## src/rtl/uart_rx_fifo.sv

```systemverilog
`default_nettype none
// ============================================================================
// Module   : uart_rx_fifo
// Purpose  : 8N1 UART receiver (16x oversampling) feeding a small byte FIFO
//            with head-of-queue read port, sticky error flags and level IRQ.
//            Define UART_RX_PARITY_EN to add an even-parity bit to the frame.
// Revision : 1.0 - initial release
// ============================================================================
module uart_rx_fifo #(
    parameter int CLK_HZ = 100000000,
    parameter int BAUD   = 9600,
    parameter int DEPTH  = 4
) (
    input  logic                     sysclk,
    input  logic                     reset,
    input  logic                     rx,
    input  logic                     pop,
    input  logic                     clr_err,
    output logic [7:0]               rdata,
    output logic                     rx_valid,
    output logic [$clog2(DEPTH):0]   count,
    output logic                     overrun,
    output logic                     frame_err,
    output logic                     parity_err,
    output logic                     irq
);

    localparam int DIV = CLK_HZ / (BAUD * 16);
    localparam int DW  = (DIV > 1) ? $clog2(DIV) : 1;
    localparam int AW  = $clog2(DEPTH);
    localparam int CW  = AW + 1;

    typedef enum logic [2:0] {
        IDLE   = 3'd0,
        START  = 3'd1,
        DATA   = 3'd2,
`ifdef UART_RX_PARITY_EN
        PARITY = 3'd4,
`endif
        STOP   = 3'd3
    } state_t;

    state_t          state_q, state_d;
    logic            sync1_q, rxs_q;
    logic [DW-1:0]   div_q, div_d;
    logic [3:0]      scnt_q, scnt_d;
    logic [2:0]      bidx_q, bidx_d;
    logic [7:0]      shreg_q, shreg_d;
    logic [7:0]      mem_q [DEPTH];
    logic [AW-1:0]   wptr_q, rptr_q;
    logic [CW-1:0]   count_q, count_d;
    logic            ovr_q, fe_q;
    logic            tick, push_req, fe_set;
    logic            full, empty, do_push, do_pop, ovr_set;

    assign tick = (state_q != IDLE) && (div_q == DW'(DIV - 1));

`ifdef UART_RX_PARITY_EN
    logic perr_q, perr_d, pe_q, pe_set;
`endif

    always_comb begin
        state_d  = state_q;
        div_d    = (state_q == IDLE || tick) ? '0 : div_q + DW'(1);
        scnt_d   = tick ? scnt_q + 4'd1 : scnt_q;
        bidx_d   = bidx_q;
        shreg_d  = shreg_q;
        push_req = 1'b0;
        fe_set   = 1'b0;
`ifdef UART_RX_PARITY_EN
        perr_d   = perr_q;
        pe_set   = 1'b0;
`endif
        case (state_q)
            IDLE: begin
                scnt_d = 4'd0;
                if (!rxs_q) state_d = START;
            end
            START: begin
                // Mid start bit: a high line here was only a glitch.
                if (tick && scnt_q == 4'd7) begin
                    scnt_d  = 4'd0;
                    bidx_d  = 3'd0;
                    state_d = rxs_q ? IDLE : DATA;
                end
            end
            DATA: begin
                if (tick && scnt_q == 4'd15) begin
                    shreg_d[bidx_q] = rxs_q;
                    if (bidx_q == 3'd7) begin
`ifdef UART_RX_PARITY_EN
                        state_d = PARITY;
`else
                        state_d = STOP;
`endif
                    end else begin
                        bidx_d = bidx_q + 3'd1;
                    end
                end
            end
`ifdef UART_RX_PARITY_EN
            PARITY: begin
                if (tick && scnt_q == 4'd15) begin
                    perr_d  = ^shreg_q ^ rxs_q;
                    pe_set  = perr_d;
                    state_d = STOP;
                end
            end
`endif
            STOP: begin
                // Leave at mid-stop so a back-to-back start edge is not missed.
                if (tick && scnt_q == 4'd15) begin
                    state_d = IDLE;
                    if (rxs_q) begin
`ifdef UART_RX_PARITY_EN
                        push_req = !perr_q;
`else
                        push_req = 1'b1;
`endif
                    end else begin
                        fe_set = 1'b1;
                    end
                end
            end
            default: state_d = IDLE;
        endcase
    end

    assign full    = (count_q == CW'(DEPTH));
    assign empty   = (count_q == '0);
    assign do_pop  = pop && !empty;
    assign do_push = push_req && (!full || do_pop);
    assign ovr_set = push_req && full && !pop;
    assign count_d = count_q + CW'(do_push) - CW'(do_pop);

    always_ff @(posedge sysclk or negedge reset) begin
        if (!reset) begin
            sync1_q <= 1'b1;
            rxs_q   <= 1'b1;
            state_q <= IDLE;
            div_q   <= '0;
            scnt_q  <= 4'd0;
            bidx_q  <= 3'd0;
            shreg_q <= 8'h00;
            wptr_q  <= '0;
            rptr_q  <= '0;
            count_q <= '0;
            ovr_q   <= 1'b0;
            fe_q    <= 1'b0;
            for (int i = 0; i < DEPTH; i++) mem_q[i] <= 8'h00;
        end else begin
            sync1_q <= rx;
            rxs_q   <= sync1_q;
            state_q <= state_d;
            div_q   <= div_d;
            scnt_q  <= scnt_d;
            bidx_q  <= bidx_d;
            shreg_q <= shreg_d;
            count_q <= count_d;
            ovr_q   <= (ovr_q & ~clr_err) | ovr_set;
            fe_q    <= (fe_q & ~clr_err) | fe_set;
            if (do_push) begin
                mem_q[wptr_q] <= shreg_q;
                wptr_q        <= wptr_q + AW'(1);
            end
            if (do_pop) rptr_q <= rptr_q + AW'(1);
        end
    end

`ifdef UART_RX_PARITY_EN
    always_ff @(posedge sysclk or negedge reset) begin
        if (!reset) begin
            perr_q <= 1'b0;
            pe_q   <= 1'b0;
        end else begin
            perr_q <= perr_d;
            pe_q   <= (pe_q & ~clr_err) | pe_set;
        end
    end
    assign parity_err = pe_q;
`else
    assign parity_err = 1'b0;
`endif

    assign rdata     = empty ? 8'h00 : mem_q[rptr_q];
    assign rx_valid  = !empty;
    assign irq       = !empty;
    assign count     = count_q;
    assign overrun   = ovr_q;
    assign frame_err = fe_q;

endmodule
`default_nettype wire

```

## config.mk

```make
export PLATFORM = sky130hd
export DESIGN_NAME = uart_rx_fifo
export DESIGN_NICKNAME = d
export VERILOG_FILES = /design/src/rtl/uart_rx_fifo.sv
export SDC_FILE = /design/constraint.sdc
export NUM_CORES = 1
export LEC_CHECK = 0
export CAP_MARGIN = 25
export CORE_MARGIN = 3
export CORE_UTILIZATION = 63
export CTS_CLUSTER_DIAMETER = 150
export CTS_CLUSTER_SIZE = 10
export DETAILED_ROUTE_END_ITERATION = 10
export PLACE_DENSITY = 0.86
export SYNTH_ARGS = -nofsm -noshare
export SYNTH_HDL_FRONTEND = slang
export SYNTH_SLANG_ARGS = --single-unit
export TNS_END_PERCENT = 10
```

## constraint.sdc

```tcl
create_clock -name sysclk -period 7.4 [get_ports sysclk]
set_clock_uncertainty 0.15 [all_clocks]
set_input_delay 0.74 -clock sysclk [delete_from_list [all_inputs] [get_ports sysclk]]
set_output_delay 0.74 -clock sysclk [all_outputs]
set_load 0.03 [all_outputs]
```

==> load_flow_metrics.sql, run 1 <==
INSERT INTO impl_metrics (metric_group, metric, value, unit) VALUES
('outcome', 'status', 'finished, final reports clean', ''),
('yosys', 'synth.yosys.seq_area_share', '50.2', '%'),
('clock_tree', 'clk_path_buf_depth', '2', ''),
('yosys', 'async_reset_ff_share', '100', '%'),
('yosys', 'synthCells', '282', ''),
('sta', 'report.final.slew_viol_count', '0', ''),
('worst_hold_path', 'min_path_type', 'register to register', ''),
('placement', 'i_o_buffers', '19', ''),
('power', 'combinationalPowerShare', '14.9', '%'),
('route', 'drt_first_pass_iters', '4', ''),
('power', 'p_int', '599', 'uW'),
('sta', 'final.hold.worst_slack', '207', 'ps'),
('finish', 'finish.net_count', '314', ''),
('worst_setup_path', 'criticalPathCategory', 'register to primary output', ''),
('route', 'remaining_drc_errors', '0', ''),
('worst_setup_path', 'setup.worst_path.start_class', 'register', ''),
('floorplanning', 'io_pins', '21', ''),
('yosys', 'synthFlopType', 'sky130_fd_sc_hd__dfrtp_1', ''),
('yosys', 'ys_warn_count', '0', ''),
('yosys', 'synthesized_area_per_cell', '12.4', 'um2'),
('power', 'power_switching_share', '27.4', '%'),
('route', 'routed_via_density', '5.88', ''),
('worst_setup_path', 'rr_worst_depth', '11', ''),
('worst_setup_path', 'critical_path_peak_fanout', '10', ''),
('grt', 'first_global_vias', '2268', ''),
('flow_run', 'max_cap_violations', '0', ''),
('yosys', 'netlist_top_cells_area', 'sky130_fd_sc_hd__dfrtp_1 (49%), sky130_fd_sc_hd__mux2_1 (13%), sky130_fd_sc_hd__mux4_2 (5.2%)', ''),
('route', 'antenna_violating_nets_left', '0', ''),
('floorplanning', 'floorplan.die.height', '80.5', 'um'),
('yosys', 'yosys_register_bits', '70', ''),
('sta', 'worstMarginPinSlew', '854', 'ps'),
('yosys', 'yosys.area.top_type', 'sky130_fd_sc_hd__dfrtp_1', ''),
('grt', 'grt_max_degree', '71', ''),
('worst_hold_path', 'hold-path-cell-count', '0', ''),
('grt', 'grt_use_total', '21.8', '%'),
('clock_tree', 'cts_hold_repair.buffers', '0', ''),
('sta', 'final.min_clock_period', '3270', 'ps'),
('sta', 'finalSetupViolations', '0', ''),
('floorplanning', 'placement_rows', '26', ''),
('route', 'iteration_0_drc_count_of_the_detailed_router', '80', ''),
('clock_tree', 'clk_latency', '340', 'ps'),
('floorplanning', 'design.core.area', '5240', 'um2'),
('clock_tree', 'clk_pin_slew', '60', 'ps'),
('yosys', 'synth.net_count', '299', ''),
('sta', 'worst_slew_margin_rel', '43.1', '%'),
('clock_tree', 'cts-buffers-inserted', '9', ''),
('sta', 'layout_worst_path_cycle_share', '44.2', '%'),
('power', 'peakVddDrop', '0.117', 'mV'),
('yosys', 'synth_top_area_share', '48.7', '%'),
('clock_tree', 'cts_tree', 'yes', ''),
('clock_tree', 'cells_resized_by_post_cts_repair', '0', ''),
('clock_tree', 'ctsHtreeMaxLevel', '3', ''),
('yosys', 'yosys.cell_types.count', '48', ''),
('worst_setup_path', 'required', '6510', 'ps'),
('power', 'total_leakage_power', '1.81', 'nW'),
('power', 'seq_power_share', '53.0', '%'),
('sta', 'totalNegativeSetupSlack', '0', 'ps'),
('power', 'clock_power_share', '32.1', '%'),
('sta', 'grt_setup_unrepaired', 'false', ''),
('grt', 'first_pass_grt_wire_length', '10600', 'um'),
('floorplanning', 'die_w', '80.5', 'um'),
('clock_tree', 'count_of_buffers_added_by_post_cts_timing_repair_for_setup', '0', ''),
('floorplanning', 'floorplan.initialDensity', '66.7', '%'),
('route', 'totalWireLength', '5910', 'um'),
('floorplanning', 'fp.dieArea', '6470', 'um2'),
('sta', 'max_clock_freq', '0.306', 'GHz'),
('placement', 'finalWeightedCongestion', '0.766', ''),
('grt', 'grt_antenna_before_repair', '0', ''),
('power', 'post_layout_power', '825', 'uW'),
('worst_setup_path', 'timing.critical_path.to_type', 'primary output', ''),
('clock_tree', 'cts_root_buffer', 'sky130_fd_sc_hd__clkbuf_8', ''),
('power', 'p_sw', '226', 'uW'),
('yosys', 'synth-edff-count', '0', ''),
('worst_setup_path', 'cp.arrival', '2380', 'ps'),
('finish', 'layout-drive-gt1-share', '12.3', '%'),
('yosys', 'syn_area', '3490', 'um2'),
('sta', 'timing.final.hold_violations', '0', ''),
('route', 'wl_per_cell', '15.9', 'um'),
('finish', 'antenna-diode-count', '0', ''),
('placement', 'place.detailed.hpwl', '4150', 'um'),
('grt', 'gr-total-overflow', '0', ''),
('route', 'route.vias.total', '2183', ''),
('finish', 'syn_to_final_growth', '10.5', '%'),
('clock_tree', 'cts_sinks', '70', ''),
('power', 'power_per_cell_area', '214', 'nW/um2');
worst max-delay path: stages (launching register included):
cell and delay, ps:
sky130_fd_sc_hd__dfrtp_1 710, sky130_fd_sc_hd__mux4_2 580, sky130_fd_sc_hd__and2_1 170, sky130_fd_sc_hd__clkdlybuf4s50_1 580
metrics by stage:
step	instances	utilization (%)	worst slack, ps	area [um2]
after floorplan	282	-	4340	3490
after global placement	356	70.5	4150	3690
after detailed placement	356	70.5	4090	3690
after CTS	371	73.7	4070	3860
after global routing	371	73.7	3940	3860
final	371	73.7	4130	3860
cells in the mapped netlist, types with 4 or more instances:
| library cell | number |
|---|---|
| sky130_fd_sc_hd__and2_1 | 9 |
| sky130_fd_sc_hd__and3_1 | 7 |
| sky130_fd_sc_hd__buf_2 | 5 |
| sky130_fd_sc_hd__clkbuf_1 | 7 |
| sky130_fd_sc_hd__dfrtp_1 | 68 |
| sky130_fd_sc_hd__ha_1 | 11 |
| sky130_fd_sc_hd__inv_1 | 10 |
| sky130_fd_sc_hd__mux2_1 | 40 |
| sky130_fd_sc_hd__mux4_2 | 8 |
| sky130_fd_sc_hd__nand2_1 | 12 |
| sky130_fd_sc_hd__nand3_1 | 7 |
| sky130_fd_sc_hd__nor2_1 | 17 |
| sky130_fd_sc_hd__nor3_1 | 7 |
| sky130_fd_sc_hd__nor4_1 | 4 |
| sky130_fd_sc_hd__nor4_2 | 4 |
| sky130_fd_sc_hd__o21ai_0 | 4 |
| sky130_fd_sc_hd__xnor2_1 | 11 |
cell families after synthesis:
| family | Yosys count | share of synthesized area (%) |
|---|---|---|
| buf+inv | 26 | 3.40 |
| flops | 70 | 50.2 |
| xor+xnor | 14 | 3.51 |
| mux | 51 | 18.9 |
| fa+ha+maj | 12 | 4.51 |
| other cells | 1 | 0.107 |
| compound gates | 19 | 3.87 |
| simple gates | 89 | 15.4 |
power groups by stage:
| stage | combinational (mW) | sequential (mW) | clock (mW) |
|---|---|---|---|
| CTS | 0.125 | 0.438 | 0.273 |
| global placement | 0.122 | 0.444 | 0 |
| global route | 0.135 | 0.442 | 0.289 |
| floorplan | 0.0900 | 0.433 | 0 |
| detailed placement | 0.125 | 0.446 | 0 |
| finish | 0.123 | 0.437 | 0.265 |
sequential cells by signal (all words and copies together) (netlist names):
register   cells
frame_err      1
scnt_q         4
wptr_q         2
rxs_q          1
bidx_q         3
div_q         10
rptr_q         2
sync1_q        1
count          3
shreg_q        8
mem_q         32
state_q        2
overrun        1
metal layers:
metal / routed length [um] / vias up / GRT usage, % / part of all wire, %
met5: 0 / - / 0 / 0
li1: - / 1031 / - / -
met2: 2980 / 33 / 36.3 / 50
met4: 140 / 0 / 11.8 / 2.4
met1: 2620 / 1107 / 26.6 / 44
met3: 170 / 12 / 4.26 / 2.9
path summary, 6_finish.rpt:
path | endpoint | from | slack [ps]
max | rdata[0] | rptr_q[0] | 4130
min | rxs_q | sync1_q | 210
max reg2reg | count[2] | scnt_q[0] | 4150
min reg2reg | rxs_q | sync1_q | 210
max in group asynchronous | rptr_q[0] | reset | 6100
min in group asynchronous | mem_q[27] | reset | 440
cells in the final DEF, fill, tap and decap left out, types with 2 or more instances in the layout:
cell and count:
sky130_fd_sc_hd__nand2b_1 2, sky130_fd_sc_hd__nor4b_2 2, sky130_fd_sc_hd__nor2_1 17, sky130_fd_sc_hd__dfstp_2 2, sky130_fd_sc_hd__clkdlybuf4s50_1 18, sky130_fd_sc_hd__a211o_1 3
sky130_fd_sc_hd__clkbuf_8 11, sky130_fd_sc_hd__o31ai_1 2, sky130_fd_sc_hd__nand3_1 7, sky130_fd_sc_hd__ha_1 11, sky130_fd_sc_hd__nor4_1 4, sky130_fd_sc_hd__or4_1 2
sky130_fd_sc_hd__nor3_2 3, sky130_fd_sc_hd__nand4_1 3, sky130_fd_sc_hd__nand2_1 12, sky130_fd_sc_hd__nor4_2 4, sky130_fd_sc_hd__xor2_1 3, sky130_fd_sc_hd__and2_1 9
sky130_fd_sc_hd__inv_1 10, sky130_fd_sc_hd__xnor2_1 11, sky130_fd_sc_hd__and3_1 7, sky130_fd_sc_hd__or3_1 3, sky130_fd_sc_hd__mux4_2 8, sky130_fd_sc_hd__nor3_1 7
sky130_fd_sc_hd__dfrtp_1 68, sky130_fd_sc_hd__o21ai_0 4, sky130_fd_sc_hd__nand3b_1 2, sky130_fd_sc_hd__mux2i_1 2, sky130_fd_sc_hd__clkbuf_1 3, sky130_fd_sc_hd__mux2_1 40
sky130_fd_sc_hd__a21oi_1 3
final cells by class:
type                    count  area (um2)
clock buffers              14         163
clock inverters             1        5.00
fillers                   358        1380
inverters                  10        37.5
multi-input cells         186        1620
flip-flops and latches     70        1750
well taps                  70        87.6
repair buffers             20         193
Power figures use the tool's default switching activity.
==> run 2, diff against run 1 <==
CORE_UTILIZATION = 53   (was 63)
PLACE_DENSITY = 0.77   (was 0.86)
clock period = 2.7 ns   (was 7.4 ns; I/O delays follow)
==> run 2 against run 1 <==
Net effect:
- the flow now finishes with violations (negative setup slack)
- clock power rose to 3.4 times the previous value
- cell count rose by 8.6%
- first-iteration DRC count did not move
- worst hold slack got worse by 23 ps
- die area rose by 17%
- wire length rose by 6.2%
- critical path depth rose by 9
- power rose to 3.1 times the previous value
- combinational power rose to 3.9 times the previous value
- non-clock buffer count rose by 26
- largest power group unchanged
==> load_flow_metrics.sql, run 2 (same netlist as run 1, synthesis figures left out) <==
INSERT INTO impl_metrics (metric_group, metric, value, unit) VALUES
('outcome', 'status', 'complete, but fails checks', ''),
('outcome', 'failing_checks', 'negative setup slack', ''),
('finish', 'layout-drive-gt1-share', '25.3', '%'),
('route', 'drt_first_pass_iters', '4', ''),
('grt', 'grt_use_total', '18.8', '%'),
('worst_setup_path', 'reg2reg_from', 'div_q[0]', ''),
('worst_hold_path', 'hold_start', 'rx', ''),
('flow_run', 'max_cap_violations', '0', ''),
('clock_tree', 'clk_pin_slew', '70', 'ps'),
('power', 'power_per_cell_area', '601', 'nW/um2'),
('finish', 'antenna-diode-count', '0', ''),
('worst_setup_path', 'timing.critical_path.to_type', 'register', ''),
('route', 'remaining_drc_errors', '0', ''),
('route', 'totalWireLength', '6270', 'um'),
('sta', 'final.min_clock_period', '2870', 'ps'),
('floorplanning', 'io_pins', '21', ''),
('finish', 'layout.cells.most_common', 'sky130_fd_sc_hd__dfrtp_1', ''),
('worst_setup_path', 'cp.arrival', '2950', 'ps'),
('route', 'antenna_violating_nets_left', '0', ''),
('placement', 'dpl.cell_count', '386', ''),
('worst_setup_path', 'rr_worst_depth', '12', ''),
('worst_hold_path', 'worst_hold_path.endpoint', 'sync1_q', ''),
('sta', 'finalSetupViolations', '2', ''),
('sta', 'final_critical_path_setup_slack', '-170', 'ps'),
('sta', 'timing.final.hold_violations', '0', ''),
('grt', 'first_global_vias', '2384', ''),
('worst_hold_path', 'min_path_type', 'input pin to register', ''),
('finish', 'layout_top_registers', 'mem_q: 32 flops, div_q: 10 flops, shreg_q: 8 flops', ''),
('grt', 'gr-total-overflow', '0', ''),
('sta', 'grt_setup_unrepaired', 'true', ''),
('grt', 'first_pass_grt_wire_length', '11100', 'um'),
('placement', 'i_o_buffers', '19', ''),
('floorplanning', 'fp.dieArea', '7600', 'um2'),
('floorplanning', 'floorplan.die.height', '87.2', 'um'),
('worst_setup_path', 'crit_path_cell_trace', 'inv_2 -> ha_4 -> or3b_4 -> nand2b_4 -> or4_4 -> ha_4 -> inv_2 -> ha_4 -> inv_2 -> fa_2 -> xnor2_2 -> xnor2_1', ''),
('sta', 'final.hold.worst_slack', '185', 'ps'),
('route', 'iteration_0_drc_count_of_the_detailed_router', '80', ''),
('floorplanning', 'die_w', '87.2', 'um'),
('finish', 'largest-register', 'mem_q', ''),
('grt', 'grt_max_degree', '43', ''),
('clock_tree', 'cts_tree', 'yes', ''),
('clock_tree', 'clk_path_buf_depth', '2', ''),
('worst_setup_path', 'worst-path-stages', '12', ''),
('floorplanning', 'design.core.area', '6170', 'um2'),
('worst_setup_path', 'cp_num_buf_inv', '3', ''),
('placement', 'place.detailed.hpwl', '4520', 'um'),
('sta', 'max_clock_freq', '0.348', 'GHz'),
('worst_setup_path', 'criticalPathCategory', 'register to register', ''),
('clock_tree', 'ctsHtreeMaxLevel', '3', ''),
('worst_setup_path', 'critical-path-slowest-cell', 'sky130_fd_sc_hd__or4_4', ''),
('finish', 'syn_to_final_growth', '20.5', '%'),
('worst_hold_path', 'hold-path-cell-count', '1', ''),
('finish', 'finish.net_count', '340', ''),
('finish', 'number_of_flip_flops_in_the_largest_register', '32', ''),
('worst_setup_path', 'r2r_setup_slack', '-170', 'ps'),
('finish', 'n_fill_cell', '447', ''),
('floorplanning', 'floorplan.initialDensity', '56.7', '%'),
('finish', 'finalNonFillerCells', '403', ''),
('placement', 'finalWeightedCongestion', '0.776', ''),
('worst_setup_path', 'critical_path.reg2reg.endpoint', 'count[2]', ''),
('clock_tree', 'cts_sinks', '70', ''),
('clock_tree', 'clk_latency', '340', 'ps'),
('sta', 'worst_slew_margin_rel', '56.4', '%'),
('worst_setup_path', 'critical_path.max_stage_delay', '430', 'ps'),
('sta', 'layout_worst_path_cycle_share', '106', '%'),
('floorplanning', 'placement_rows', '28', ''),
('sta', 'worstMarginPinSlew', '654', 'ps'),
('route', 'route.vias.total', '2273', ''),
('worst_setup_path', 'required', '2780', 'ps'),
('worst_setup_path', 'setup.worst_path.start_class', 'register', ''),
('worst_setup_path', 'critical_path_peak_fanout', '2', ''),
('worst_setup_path', 'crit_family', 'simple AND/OR/NAND/NOR gates', ''),
('route', 'routed_via_density', '5.64', ''),
('sta', 'report.final.slew_viol_count', '0', ''),
('power', 'total_leakage_power', '1.97', 'nW'),
('power', 'peakVddDrop', '0.535', 'mV'),
('grt', 'grt_antenna_before_repair', '0', ''),
('clock_tree', 'cts_root_buffer', 'sky130_fd_sc_hd__clkbuf_8', ''),
('route', 'wl_per_cell', '15.6', 'um'),
('clock_tree', 'cts-buffers-inserted', '9', ''),
('clock_tree', 'count_of_buffers_added_by_post_cts_timing_repair_for_setup', '0', ''),
('finish', 'final_cell_mix', 'sky130_fd_sc_hd__dfrtp_1 (68), sky130_fd_sc_hd__mux2_1 (40), sky130_fd_sc_hd__buf_4 (25)', '');
## run 2: cell count changes in the layout (fill, tap and decap cells not counted), moves of 2 or more
cell                        before  now
sky130_fd_sc_hd__bufinv_16       0    2
sky130_fd_sc_hd__clkbuf_1        3    1
sky130_fd_sc_hd__and3_1          7    3
sky130_fd_sc_hd__buf_4           1   25
sky130_fd_sc_hd__ha_1           11    7
sky130_fd_sc_hd__inv_1          10    6
sky130_fd_sc_hd__and3_2          0    4
sky130_fd_sc_hd__ha_4            0    4
sky130_fd_sc_hd__inv_2           0    4
sky130_fd_sc_hd__clkbuf_8       11    9
## run 2: routing by layer
layer  wire length, um  share of wire (%)  GRT usage, %  vias up
li1                  -                  -             -     1091
met4                92                1.5          7.25        0
met2              3030                 48          29.8       32
met5                 0                  0             0        -
met3               201                3.2          3.69       10
met1              2950                 47          25.7     1140
## run 2: how the worst max path moves through the flow
stage                     startpoint        to  slack, ps
final                       div_q[0]  count[2]       -170
after global routing        div_q[0]  count[2]       -250
after CTS                   div_q[0]  count[2]       -260
after detailed placement    div_q[0]  count[2]       -240
after global placement      div_q[0]  count[2]       -130
after floorplan             div_q[0]  count[2]       -190
## run 2: area by class of cell
class,instances,area [um2],share of cell area [%]
well taps,75,93.8,2.23
flip-flops and latches,70,1750,41.7
clock buffers,10,128,3.03
multi-input cells,186,1710,40.5
inverters,10,37.5,0.892
repair buffers,46,403,9.57
clock inverters,6,86.3,2.05
## run 2: stage by stage
stage / utilization, % / TNS, ps / setup slack, ps / power, mW / area (um2)
after floorplan: - / -306 / -191 / 1.44 / 3520
after global placement: 63.7 / -205 / -135 / 1.60 / 3930
after detailed placement: 63.7 / -396 / -238 / 1.61 / 3930
after CTS: 67.4 / -441 / -260 / 2.54 / 4160
after global routing: 68.3 / -390 / -247 / 2.64 / 4210
final: 68.3 / -262 / -170 / 2.53 / 4210
## run 2: power breakdown
| part | total [mW] | switching (mW) | internal (mW) | leakage, nW |
|---|---|---|---|---|
| clock network | 0.906 | 0.387 | 0.519 | 0.106 |
| registers | 1.15 | 0.0563 | 1.09 | 0.945 |
| logic | 0.476 | 0.246 | 0.230 | 0.919 |
| total | 2.53 | 0.689 | 1.84 | 1.97 |
## run 2: repair_timing
item | CTS | global route
hold buffers | 1 | 0
resized for setup | 2 | 14
setup endpoints to repair | 2 | 38
endpoints found under the hold margin | 28 | 0
pin swaps | 1 | 0
==> run 3, diff against run 2 <==
RECOVER_POWER = 50   (was default)
==> run 3 against run 2 <==
Net effect:
- the run still ends with negative setup slack left
- cell count stayed put
- global-route usage did not move
- clock-buffer cell count unchanged
- worst hold slack better by 25 ps
- utilization shrank 0.22 points
- fmax hardly changed
- via count increased by 0.18%
- worst setup slack better by 1.3 ps
- combinational power is essentially flat
- flip-flop and latch count stayed put
- clock power barely moved
- largest power group unchanged
==> load_flow_metrics.sql, run 3 (same netlist as run 1, synthesis figures left out) <==
INSERT INTO impl_metrics (metric_group, metric, value, unit) VALUES
('placement', 'finalWeightedCongestion', '0.776', ''),
('worst_setup_path', 'criticalPathCategory', 'register to register', ''),
('finish', 'layout.cells.most_common', 'sky130_fd_sc_hd__dfrtp_1', ''),
('grt', 'first_pass_grt_wire_length', '11100', 'um'),
('power', 'power_switching_share', '27.2', '%'),
('floorplanning', 'die_w', '87.2', 'um'),
('power', 'p_int', '1.84', 'mW'),
('clock_tree', 'count_of_buffers_added_by_post_cts_timing_repair_for_setup', '0', ''),
('sta', 'final.min_clock_period', '2870', 'ps'),
('clock_tree', 'clk_pin_slew', '70', 'ps'),
('route', 'iteration_0_drc_count_of_the_detailed_router', '82', ''),
('finish', 'finish.net_count', '340', ''),
('clock_tree', 'cts_root_buffer', 'sky130_fd_sc_hd__clkbuf_8', ''),
('finish', 'final_cell_mix', 'sky130_fd_sc_hd__dfrtp_1 (68), sky130_fd_sc_hd__mux2_1 (40), sky130_fd_sc_hd__buf_4 (25)', ''),
('grt', 'grt_max_degree', '43', ''),
('sta', 'final_critical_path_setup_slack', '-169', 'ps'),
('worst_setup_path', 'critical-path-slowest-cell', 'sky130_fd_sc_hd__or4_4', ''),
('outcome', 'failing_checks', 'negative setup slack', ''),
('sta', 'totalNegativeSetupSlack', '-260', 'ps'),
('worst_setup_path', 'timing.critical_path.to_type', 'register', ''),
('clock_tree', 'clk_path_buf_depth', '2', ''),
('finish', 'layout-drive-gt1-share', '25.0', '%'),
('placement', 'dpl.cell_count', '386', ''),
('power', 'seq_power_share', '45.5', '%'),
('power', 'peakVddDrop', '0.534', 'mV'),
('finish', 'antenna-diode-count', '0', ''),
('power', 'p_sw', '689', 'uW'),
('placement', 'i_o_buffers', '19', ''),
('sta', 'max_clock_freq', '0.349', 'GHz'),
('worst_setup_path', 'setup.worst_path.start_class', 'register', ''),
('route', 'route.vias.total', '2277', ''),
('outcome', 'status', 'complete, but fails checks', ''),
('clock_tree', 'clk_latency', '340', 'ps'),
('power', 'clock_power_share', '35.8', '%'),
('clock_tree', 'ctsHtreeMaxLevel', '3', ''),
('sta', 'grt_setup_unrepaired', 'true', ''),
('finish', 'finish.instance_area', '4200', 'um2'),
('sta', 'finalSetupViolations', '2', ''),
('sta', 'worst_slew_margin_rel', '1.06', '%'),
('finish', 'syn_to_final_growth', '20.1', '%'),
('route', 'antenna_violating_nets_left', '0', ''),
('finish', 'finalNonFillerCells', '403', ''),
('power', 'combinationalPowerShare', '18.7', '%'),
('floorplanning', 'floorplan.initialDensity', '56.7', '%'),
('route', 'routed_via_density', '5.65', ''),
('flow_run', 'max_cap_violations', '0', ''),
('floorplanning', 'placement_rows', '28', ''),
('floorplanning', 'fp.dieArea', '7600', 'um2'),
('grt', 'gr-total-overflow', '0', ''),
('worst_setup_path', 'cp.arrival', '2950', 'ps'),
('finish', 'layout_top_registers', 'mem_q: 32 flops, div_q: 10 flops, shreg_q: 8 flops', ''),
('route', 'totalWireLength', '6270', 'um'),
('route', 'remaining_drc_errors', '0', ''),
('worst_hold_path', 'min_path_type', 'register to register', ''),
('placement', 'place.detailed.hpwl', '4520', 'um'),
('sta', 'layout_worst_path_cycle_share', '106', '%'),
('floorplanning', 'io_pins', '21', ''),
('power', 'power_per_cell_area', '602', 'nW/um2'),
('sta', 'timing.final.hold_violations', '0', ''),
('grt', 'grt_use_total', '18.8', '%'),
('sta', 'report.final.slew_viol_count', '0', ''),
('worst_setup_path', 'critical_path.max_stage_delay', '430', 'ps'),
('worst_setup_path', 'required', '2780', 'ps'),
('floorplanning', 'floorplan.die.height', '87.2', 'um'),
('sta', 'final.hold.worst_slack', '210', 'ps'),
('clock_tree', 'cts-buffers-inserted', '9', ''),
('sta', 'worstMarginPinSlew', '1480', 'ps'),
('placement', 'dpl_cell_area', '3930', 'um2'),
('route', 'wl_per_cell', '15.5', 'um'),
('grt', 'first_global_vias', '2384', ''),
('clock_tree', 'cts_sinks', '70', ''),
('finish', 'largest-register', 'mem_q', ''),
('grt', 'grt_antenna_before_repair', '0', ''),
('floorplanning', 'design.core.area', '6170', 'um2'),
('clock_tree', 'cts_tree', 'yes', ''),
('finish', 'number_of_flip_flops_in_the_largest_register', '32', ''),
('worst_setup_path', 'crit_path_cell_trace', 'inv_2 -> ha_4 -> or3b_4 -> nand2b_4 -> or4_4 -> ha_4 -> inv_2 -> ha_4 -> inv_2 -> fa_2 -> xnor2_2 -> xnor2_1', ''),
('finish', 'post-route-util', '68.0', '%'),
('route', 'drt_first_pass_iters', '4', ''),
('power', 'total_leakage_power', '1.97', 'nW'),
('worst_setup_path', 'critical_path_peak_fanout', '2', '');
==> run 3: cell count changes in the layout (fill, tap and decap cells not counted) <==
cell	previous run	this run
sky130_fd_sc_hd__and2_0	0	1
sky130_fd_sc_hd__clkdlybuf4s50_1	18	15
sky130_fd_sc_hd__buf_12	1	0
sky130_fd_sc_hd__clkbuf_4	0	1
sky130_fd_sc_hd__dlygate4sd3_1	1	4
sky130_fd_sc_hd__buf_2	1	0
sky130_fd_sc_hd__and2_1	9	8
sky130_fd_sc_hd__clkbuf_1	1	2
==> run 3: power groups by stage <==
stage                     logic [mW]  registers, mW  clock network, mW
after detailed placement       0.447           1.17                  0
after floorplan                0.250           1.19                  0
after global routing           0.510           1.16              0.968
after CTS                      0.462           1.15              0.926
after global placement         0.435           1.16                  0
final                          0.473           1.15              0.906
==> run 3: cell type report <==
type / instances / area (um2)
multi-input combinational: 186 / 1710
inverter: 10 / 37.5
sequential: 70 / 1750
fill: 449 / 1970
clock buffer: 10 / 128
clock inverter: 6 / 86.3
tap: 75 / 93.8
timing repair buffer: 46 / 389
==> run 3: metal layers <==
metal	track usage (%)	vias up	wire length [um]	share of wire, %
met1	25.7	1142	2950	47
li1	-	1092	-	-
met2	29.8	33	3020	48
met4	7.25	0	92	1.5
met5	0	-	0	0
met3	3.69	10	198	3.2
==> run 3: timing repair <==
action	4_1_cts	5_1_grt
gates resized for setup	2	14
hold buffers	1	0
endpoints found under the hold margin	28	0
endpoints found under the setup margin	2	38
pin swaps	1	0
==> run 3: path summary, 6_finish.rpt <==
path / startpoint / end / slack (ps) / cells after the start
setup / recovery: div_q[0] / count[2] / -170 / 12
hold / removal: sync1_q / rxs_q / 210 / 0
setup reg to reg: div_q[0] / count[2] / -170 / 12
hold reg to reg: sync1_q / rxs_q / 210 / 0
max in group asynchronous: reset / sync1_q / 340 / 3
min in group asynchronous: reset / mem_q[19] / 670 / 2
==> run 3: metrics by stage <==
stage	power (mW)	setup slack, ps
after floorplan	1.44	-191
after global placement	1.60	-135
after detailed placement	1.61	-238
after CTS	2.54	-260
after global routing	2.63	-247
final	2.53	-169
==> run 3: worst max-delay path: cells and delay by family (launching register included) <==
kind / cells / cell delay (ps)
xor+xnor: 2 / 270
fa+ha+maj: 4 / 820
buf+inv: 3 / 180
flops: 1 / 400
simple gates: 3 / 950
